--- src/rtl/isa_pkg.sv ---
// Shared ISA constants for the IF/ID boundary: instruction width, PC step,
// the bubble word and J-type field positions.
package isa_pkg;

    localparam int                 INSTR_W  = 32;
    localparam logic [INSTR_W-1:0] NOP_WORD = 32'h0000_0000;
    localparam logic [INSTR_W-1:0] PC_STEP  = 32'd4;

    localparam int J_TGT_MSB = 25;
    localparam int J_TGT_LSB = 0;
    localparam int J_OPC_MSB = 31;
    localparam int J_OPC_LSB = 26;

endpackage

--- src/rtl/ifid_skid_entry.sv ---
// One-entry data+valid holding register used as the IF/ID skid slot.
// Priority: reset, then clear, then load.
module ifid_skid_entry
    import isa_pkg::*;
#(
    parameter int W = 64
) (
    input  logic         i_clk,
    input  logic         i_rst,
    input  logic         i_load,
    input  logic         i_clear,
    input  logic [W-1:0] i_d,
    output logic         o_valid,
    output logic [W-1:0] o_q
);

    logic         r_valid;
    logic [W-1:0] r_data;

    always_ff @(posedge i_clk) begin
        if (i_rst) begin
            r_valid <= 1'b0;
            r_data  <= '0;
        end else if (i_clear) begin
            r_valid <= 1'b0;
        end else if (i_load) begin
            r_valid <= 1'b1;
            r_data  <= i_d;
        end
    end

    assign o_valid = r_valid;
    assign o_q     = r_data;

endmodule

--- src/rtl/fetch_decode_buffer.sv ---
// IF/ID boundary: pairs synchronous-imem words with PC+4, 1-entry skid on stall,
// NOP bubbles on flush. Optional counters under FETCH_DECODE_BUFFER_STATS_EN.
module fetch_decode_buffer #(
    parameter int                DATA_W   = 32,
    parameter logic [DATA_W-1:0] NOP_WORD = 32'h0000_0000
) (
    input  logic              reloj,
    input  logic              reset,
    input  logic [DATA_W-1:0] pc_in,
    input  logic [3:0]        pc4_hi,
    input  logic [DATA_W-1:0] instr_mem,
    input  logic              stall_id,
    input  logic              flush,
    output logic [DATA_W-1:0] instr_id,
    output logic [DATA_W-1:0] pc4_id,
    output logic [DATA_W-1:0] jump_target,
    output logic              valid_id,
    output logic              fetch_hold
`ifdef FETCH_DECODE_BUFFER_STATS_EN
    ,
    output logic [15:0]       stall_cnt,
    output logic [15:0]       flush_cnt
`endif
);

    import isa_pkg::*;

    logic              r_inflight_v;
    logic [DATA_W-1:0] r_inflight_pc4;
    logic              r_valid_id;
    logic [DATA_W-1:0] r_instr_id;
    logic [DATA_W-1:0] r_pc4_id;

    logic                w_fetch_hold;
    logic                w_skid_v;
    logic                w_skid_load;
    logic                w_skid_clear;
    logic [2*DATA_W-1:0] w_skid_q;
    logic                w_unused;

    // Once held, no new address is issued, so the skid can never be refilled while full.
    assign w_fetch_hold = w_skid_v | (stall_id & r_inflight_v);
    assign w_skid_load  = stall_id & r_inflight_v & ~flush;
    assign w_skid_clear = flush | (~stall_id & w_skid_v);

    ifid_skid_entry #(
        .W (2*DATA_W)
    ) u_skid (
        .i_clk   (reloj),
        .i_rst   (reset),
        .i_load  (w_skid_load),
        .i_clear (w_skid_clear),
        .i_d     ({instr_mem, r_inflight_pc4}),
        .o_valid (w_skid_v),
        .o_q     (w_skid_q)
    );

    always_ff @(posedge reloj) begin
        if (reset) begin
            r_inflight_v   <= 1'b0;
            r_inflight_pc4 <= '0;
        end else if (flush) begin
            r_inflight_v   <= 1'b0;
        end else if (!w_fetch_hold) begin
            r_inflight_v   <= 1'b1;
            r_inflight_pc4 <= pc_in + PC_STEP;
        end else begin
            r_inflight_v   <= 1'b0;
        end
    end

    always_ff @(posedge reloj) begin
        if (reset) begin
            r_valid_id <= 1'b0;
            r_instr_id <= NOP_WORD;
            r_pc4_id   <= '0;
        end else if (flush) begin
            r_valid_id <= 1'b0;
            r_instr_id <= NOP_WORD;
        end else if (!stall_id) begin
            // The skid entry is older than anything in flight, so it drains first.
            if (w_skid_v) begin
                r_valid_id <= 1'b1;
                r_instr_id <= w_skid_q[2*DATA_W-1:DATA_W];
                r_pc4_id   <= w_skid_q[DATA_W-1:0];
            end else if (r_inflight_v) begin
                r_valid_id <= 1'b1;
                r_instr_id <= instr_mem;
                r_pc4_id   <= r_inflight_pc4;
            end else begin
                r_valid_id <= 1'b0;
                r_instr_id <= NOP_WORD;
            end
        end
    end

    assign instr_id    = r_instr_id;
    assign pc4_id      = r_pc4_id;
    assign valid_id    = r_valid_id;
    assign fetch_hold  = w_fetch_hold;
    assign jump_target = {r_pc4_id[31:28], r_instr_id[J_TGT_MSB:J_TGT_LSB], 2'b00};

    // pc4_hi is redundant with the locally formed PC+4; opcode is decoded downstream.
    assign w_unused = ^{pc4_hi, r_instr_id[J_OPC_MSB:J_OPC_LSB]};

`ifdef FETCH_DECODE_BUFFER_STATS_EN
    logic [15:0] r_stall_cnt;
    logic [15:0] r_flush_cnt;

    always_ff @(posedge reloj) begin
        if (reset) begin
            r_stall_cnt <= '0;
            r_flush_cnt <= '0;
        end else begin
            if (stall_id && r_valid_id && (r_stall_cnt != 16'hFFFF))
                r_stall_cnt <= r_stall_cnt + 16'd1;
            if (flush && (r_flush_cnt != 16'hFFFF))
                r_flush_cnt <= r_flush_cnt + 16'd1;
        end
    end

    assign stall_cnt = r_stall_cnt;
    assign flush_cnt = r_flush_cnt;
`endif

endmodule

--- config.mk ---
export PLATFORM = sky130hd
export DESIGN_NAME = fetch_decode_buffer
export DESIGN_NICKNAME = d
export VERILOG_FILES = /design/src/rtl/isa_pkg.sv /design/src/rtl/ifid_skid_entry.sv /design/src/rtl/fetch_decode_buffer.sv
export SDC_FILE = /design/constraint.sdc
export NUM_CORES = 1
export LEC_CHECK = 0
export CAP_MARGIN = 40
export CORE_AREA = 3 3 146 148
export DETAILED_ROUTE_END_ITERATION = 8
export DIE_AREA = 0 0 149 151
export DONT_BUFFER_PORTS = 1
export HOLD_SLACK_MARGIN = 0.06
export SLEW_MARGIN = 20
export SYNTH_ARGS = -nofsm -noshare
export SYNTH_HDL_FRONTEND = slang
export SYNTH_SLANG_ARGS = --single-unit
--- constraint.sdc ---
create_clock -name reloj -period 5.9 [get_ports reloj]
set_input_delay 0.59 -clock reloj [delete_from_list [all_inputs] [get_ports reloj]]
set_output_delay 0.59 -clock reloj [all_outputs]
set_load 0.02 [all_outputs]
# After elaboration in Yosys (flattened, before gate mapping)
# Cells that the tools add are included.
[totals]
output_inout_bits = 98
regBits = 163
[classes]
n_mux = 7
bitwise = 9
addsub = 1
n_reduce_logical = 6
[ops]
columns = ["cell", "count"]
rows = [
  ["$mux 32", 4],
  ["$add 32x3->32 const B", 1],
  ["$not 1->1", 4],
  ["$reduce_and 2->1", 2],
  ["$reduce_or 2->1", 2],
  ["$and 1x1->1", 3],
  ["$mux 1", 3],
  ["$reduce_and 3->1", 1],
  ["$or 1x1->1", 2],
  ["$reduce_bool 2->1", 1],
]

# Logic depth before layout (Yosys ltp)
[logic_depth]
ltp_word = 5
depth_mapped = 7
mapped_depth_nobuf = 5

# Modules after synthesis
# From an unflattened synthesis, not the netlist that was laid out.
[unflattened]
hier_cells = 827
hier_area_um2 = 7693.6
[by_module_without_submodules]
columns = ["module", "instances", "cells_each", "area_per_inst_um2"]
rows = [
  ["fetch_decode_buffer", 1, 532, 4668.2],
  ["ifid_skid_entry", 1, 295, 3025.4],
]

# Least setup slack after synthesis
# No wires, ideal clock.
[synth_path]
kind = "input to register"
startpoint = "input pc_in[2]"
endpoint = "register r_inflight_pc4[24]"
arrival_ns = 2.219
setup_slack_ns = 3.590
t_required_ns = 5.809
n_path_buf = 0
stages = 5
cell_sequence = "ha_1 nand4_4 or4_4 or4_1 a311oi_1"
[synth_between]
elab_chain_cells = 1
[synth_lines]
columns = ["item", "line_no", "source"]
rows = [
  ["start: declaration", "fetch_decode_buffer.sv:9", "input logic [DATA_W-1:0] pc_in,"],
  ["$add 32x3->32", "fetch_decode_buffer.sv:66", "r_inflight_pc4 <= pc_in + PC_STEP;"],
  ["end signal: assignment", "fetch_decode_buffer.sv:66", ""],
  ["end: declaration", "fetch_decode_buffer.sv:29", "logic [DATA_W-1:0] r_inflight_pc4;"],
]
# Every way passes these cells.
# A chain may end at the register's enable or synchronous reset.

# Worst setup path after layout
[layout_path]
startpoint = "register r_inflight_v"
endpoint = "output fetch_hold"
[layout_between]
elab_chain_cells = 2
[layout_lines]
columns = ["item", "line_no", "source"]
rows = [
  ["start: declaration", "fetch_decode_buffer.sv:28", "logic r_inflight_v;"],
  ["start signal: assignment", "fetch_decode_buffer.sv:60", "r_inflight_v <= 1'b0;"],
  ["start signal: assignment", "fetch_decode_buffer.sv:63", "r_inflight_v <= 1'b0;"],
  ["start signal: assignment", "fetch_decode_buffer.sv:65", "r_inflight_v <= 1'b1;"],
  ["$and 1x1->1", "fetch_decode_buffer.sv:42", "assign w_fetch_hold = w_skid_v | (stall_id & r_inflight_v);"],
  ["$or 1x1->1", "fetch_decode_buffer.sv:42", ""],
  ["end: declaration", "fetch_decode_buffer.sv:18", "output logic fetch_hold"],
]
# Every way passes these cells.

==> impl_metrics.csv <==
group,metric,value,unit
logic_synthesis,synth_top_area_frac,0.455,
timing,timing.final.ws_setup,3.82,ns
timing,finalSetupViolCount,0,
worst_setup_path,crit_type,"flop to primary output",
routing,drt-total-wl,17800,um
clock_network,htreeDepth,4,
clock_network,clock-sinks,163,
worst_setup_path,cp.arrival,1.49,ns
logic_synthesis,synth_area_per_cell,8.04,um2
routing,drt-initial-drc-count,285,
logic_synthesis,synth-edff-count,0,
clock_network,clk_latency,0.43,ns
timing,timing.hold.ws,0.235,ns
worst_setup_path,crit_path_start_kind,"flop",
clock_network,cts_tree,"done",
outcome,status,"finished clean",
routing,drt_drc_violations_left,0,
grt,use_met1,0.193,
floorplanning,rows,52,
min_path,hold_path.class,"input port to flop",
grt,grt_usage,0.156,
floorplanning,coreArea,0.0202,mm2
logic_synthesis,synthTopCellsByArea,"dfxtp_1, a21oi_1, nand2_1, a211oi_1, nor2_1",
grt,antenna_found_initial,0,
logic_synthesis,ys_dominant_reg_cell,"dfxtp_1",
timing,fin_crit_sh,0.352,
pwr,irDropWorstVdd,0.188,mV
pwr,power_switching,621,uW
routing,via_per_inst,5.14,
logic_synthesis,yosysSeqAreaShare,0.455,
finish,area_delta_synth_final,7.39,%
floorplanning,io_pins,170,
timing,fin_skew,0.00735,ns
logic_synthesis,ys_ff_latch,163,
routing,firstDrtPassIters,4,
clock_network,cts_buffer_depth,2,
floorplanning,die_h,151,um
timing,max_freq,481,MHz
worst_setup_path,cp_max_fo,35,
grt,grt_max_degree,136,
logic_synthesis,synth_cells,893,
grt,grtUsageMet2,0.252,
finish,postLayoutCellArea,0.00771,mm2
pwr,comb_power_share,0.052,
grt,gr-total-overflow,0,
routing,postRouteAntennaNets,0,
logic_synthesis,synthDistinctLibCells,42,
clock_network,path_clk_slew,0.07,ns
logic_synthesis,syn_area,0.00718,mm2
grt,grt_pass1_vias,5026,
timing,final-max-slew-violation-count,0,
flow_run,max-cap-violations,0,
placed_design,place.gp.congestion,0.776,
placed_design,io_buffers,0,
grt,met3_usage,0.0592,
logic_synthesis,yosysWarnings,0,
timing,slew_headroom,0.538,
placed_design,place_area,0.00708,mm2
clock_network,cts_hold_buf,0,
pwr,powerDensity,318,mW/mm2
clock_network,post_cts_buffers,0,
timing,worst_pin_slew,0.694,ns
placed_design,dp_hpwl,11300,um
grt,grt_pass1_wl,27900,um
grt,grt_busiest_layer,"met2",
timing,period_minus_slack,2.08,ns
clock_network,root_buffer,"clkbuf_16",
pwr,leakagePower,0.00233,uW
floorplanning,die_area,0.0225,mm2
clock_network,cts-resized-gates,0,
worst_setup_path,end_kind,"primary output",
timing,setup_tns,0,ns
finish,drive_gt1_frac,0.0592,
floorplanning,die_w,149,um
logic_synthesis,synth_top_cell_by_area,"dfxtp_1",
floorplanning,start_util,0.356,
pwr,switching_share,0.253,
timing,rsz0062_at_grt,"false",
logic_synthesis,synth_commonest_cells,"nand2_1, dfxtp_1, a21oi_1, nor2_1, clkbuf_1",
routing,wire_per_inst,16.2,um
logic_synthesis,synth-async-reset-ratio,0,
worst_setup_path,cp.required,5.31,ns
pwr,intPower,1830,uW
finish,nNetsFinal,888,
pwr,power_frac_clock,0.466,
routing,vias,5642,
placed_design,pre_cts_ws,3.45,ns
clock_network,cts_made_buffers,17,
finish,n_antenna_cell,0,
pwr,p_seq_frac,0.482,
timing,hold_viol_final,0,
logic_synthesis,yosysMostFrequentCell,"nand2_1",
## area by class of cell
class                   instances  area [um2]
flip-flops and latches        163        3270
repair buffers                  7        72.6
inverters                       4        15.0
clock inverters                15         181
fillers                      2074       12500
clock buffers                  17         425
multi-input cells             622        3410
well taps                     270         338
## worst max-delay path, stage by stage (launching register included)
cell	delay [ns]
dfxtp_1	0.33
buf_4	0.38
a21o_1	0.35
## power groups by stage
stage / registers [uW] / logic [uW] / clock network, uW
4_1_cts: 1180 / 130 / 1180
3_3_place_gp: 1210 / 128 / 0
6_report: 1180 / 128 / 1140
3_5_place_dp: 1210 / 129 / 0
2_1_floorplan: 1190 / 136 / 0
5_1_grt: 1190 / 145 / 1230
## sequential cells by signal, summed over array words and instances, names as in the netlist
signal          flops
valid_id            1
u_skid.o_q         64
u_skid.o_valid      1
r_inflight_pc4     32
r_inflight_v        1
instr_id           32
pc4_id             32
## layout by cell type (no fill, tap or decap), types with 8 or more instances in the layout
master | Yosys | layout
mux2i_1 | 32 | 32
nand3b_1 | 33 | 33
dfxtp_1 | 163 | 162
a211oi_1 | 50 | 49
and4_1 | 8 | 8
a311oi_1 | 10 | 10
nor2_1 | 95 | 95
clkbuf_16 | 0 | 17
xnor2_1 | 8 | 8
a21oi_1 | 130 | 130
nand2_1 | 173 | 172
nor4_1 | 13 | 13
nand4_1 | 13 | 13
## cells by family (layout without fill, tap and decap cells)
| group | count (synthesis) | in the layout | share of synthesized area |
|---|---|---|---|
| other cells | 1 | 2 | 0.000522 |
| xor+xnor | 11 | 11 | 0.0134 |
| simple gates | 368 | 368 | 0.239 |
| mux | 33 | 33 | 0.0462 |
| flops | 163 | 163 | 0.455 |
| compound gates | 207 | 207 | 0.171 |
| buf+inv | 109 | 43 | 0.0739 |
| fa+ha+maj | 1 | 1 | 0.00174 |
## metal layers
metal	part of all wire	vias to the layer above
met1	0.44	2562
met2	0.47	140
met4	0.013	0
met5	0	-
li1	-	2921
met3	0.078	19
## through the flow
stage                     power (uW)  instances  utilization
after floorplan                 1330        894            -
after global placement          1340       1065        0.351
after detailed placement        1340       1065        0.351
after CTS                       2490       1097        0.381
after global routing            2560       1098        0.382
final                           2450       1098        0.382
## final timing paths
path                                     from              to  slack (ns)  cells past startpoint
worst min register to register  u_skid.o_q[7]   u_skid.o_q[7]        0.45                      2
worst max register to register   r_inflight_v      pc4_id[13]        3.88                      6
worst min-delay path                    reset  u_skid.o_q[13]        0.24                      1
worst max-delay path             r_inflight_v      fetch_hold        3.82                      2
No activity file was read; power rests on OpenSTA's default activity.
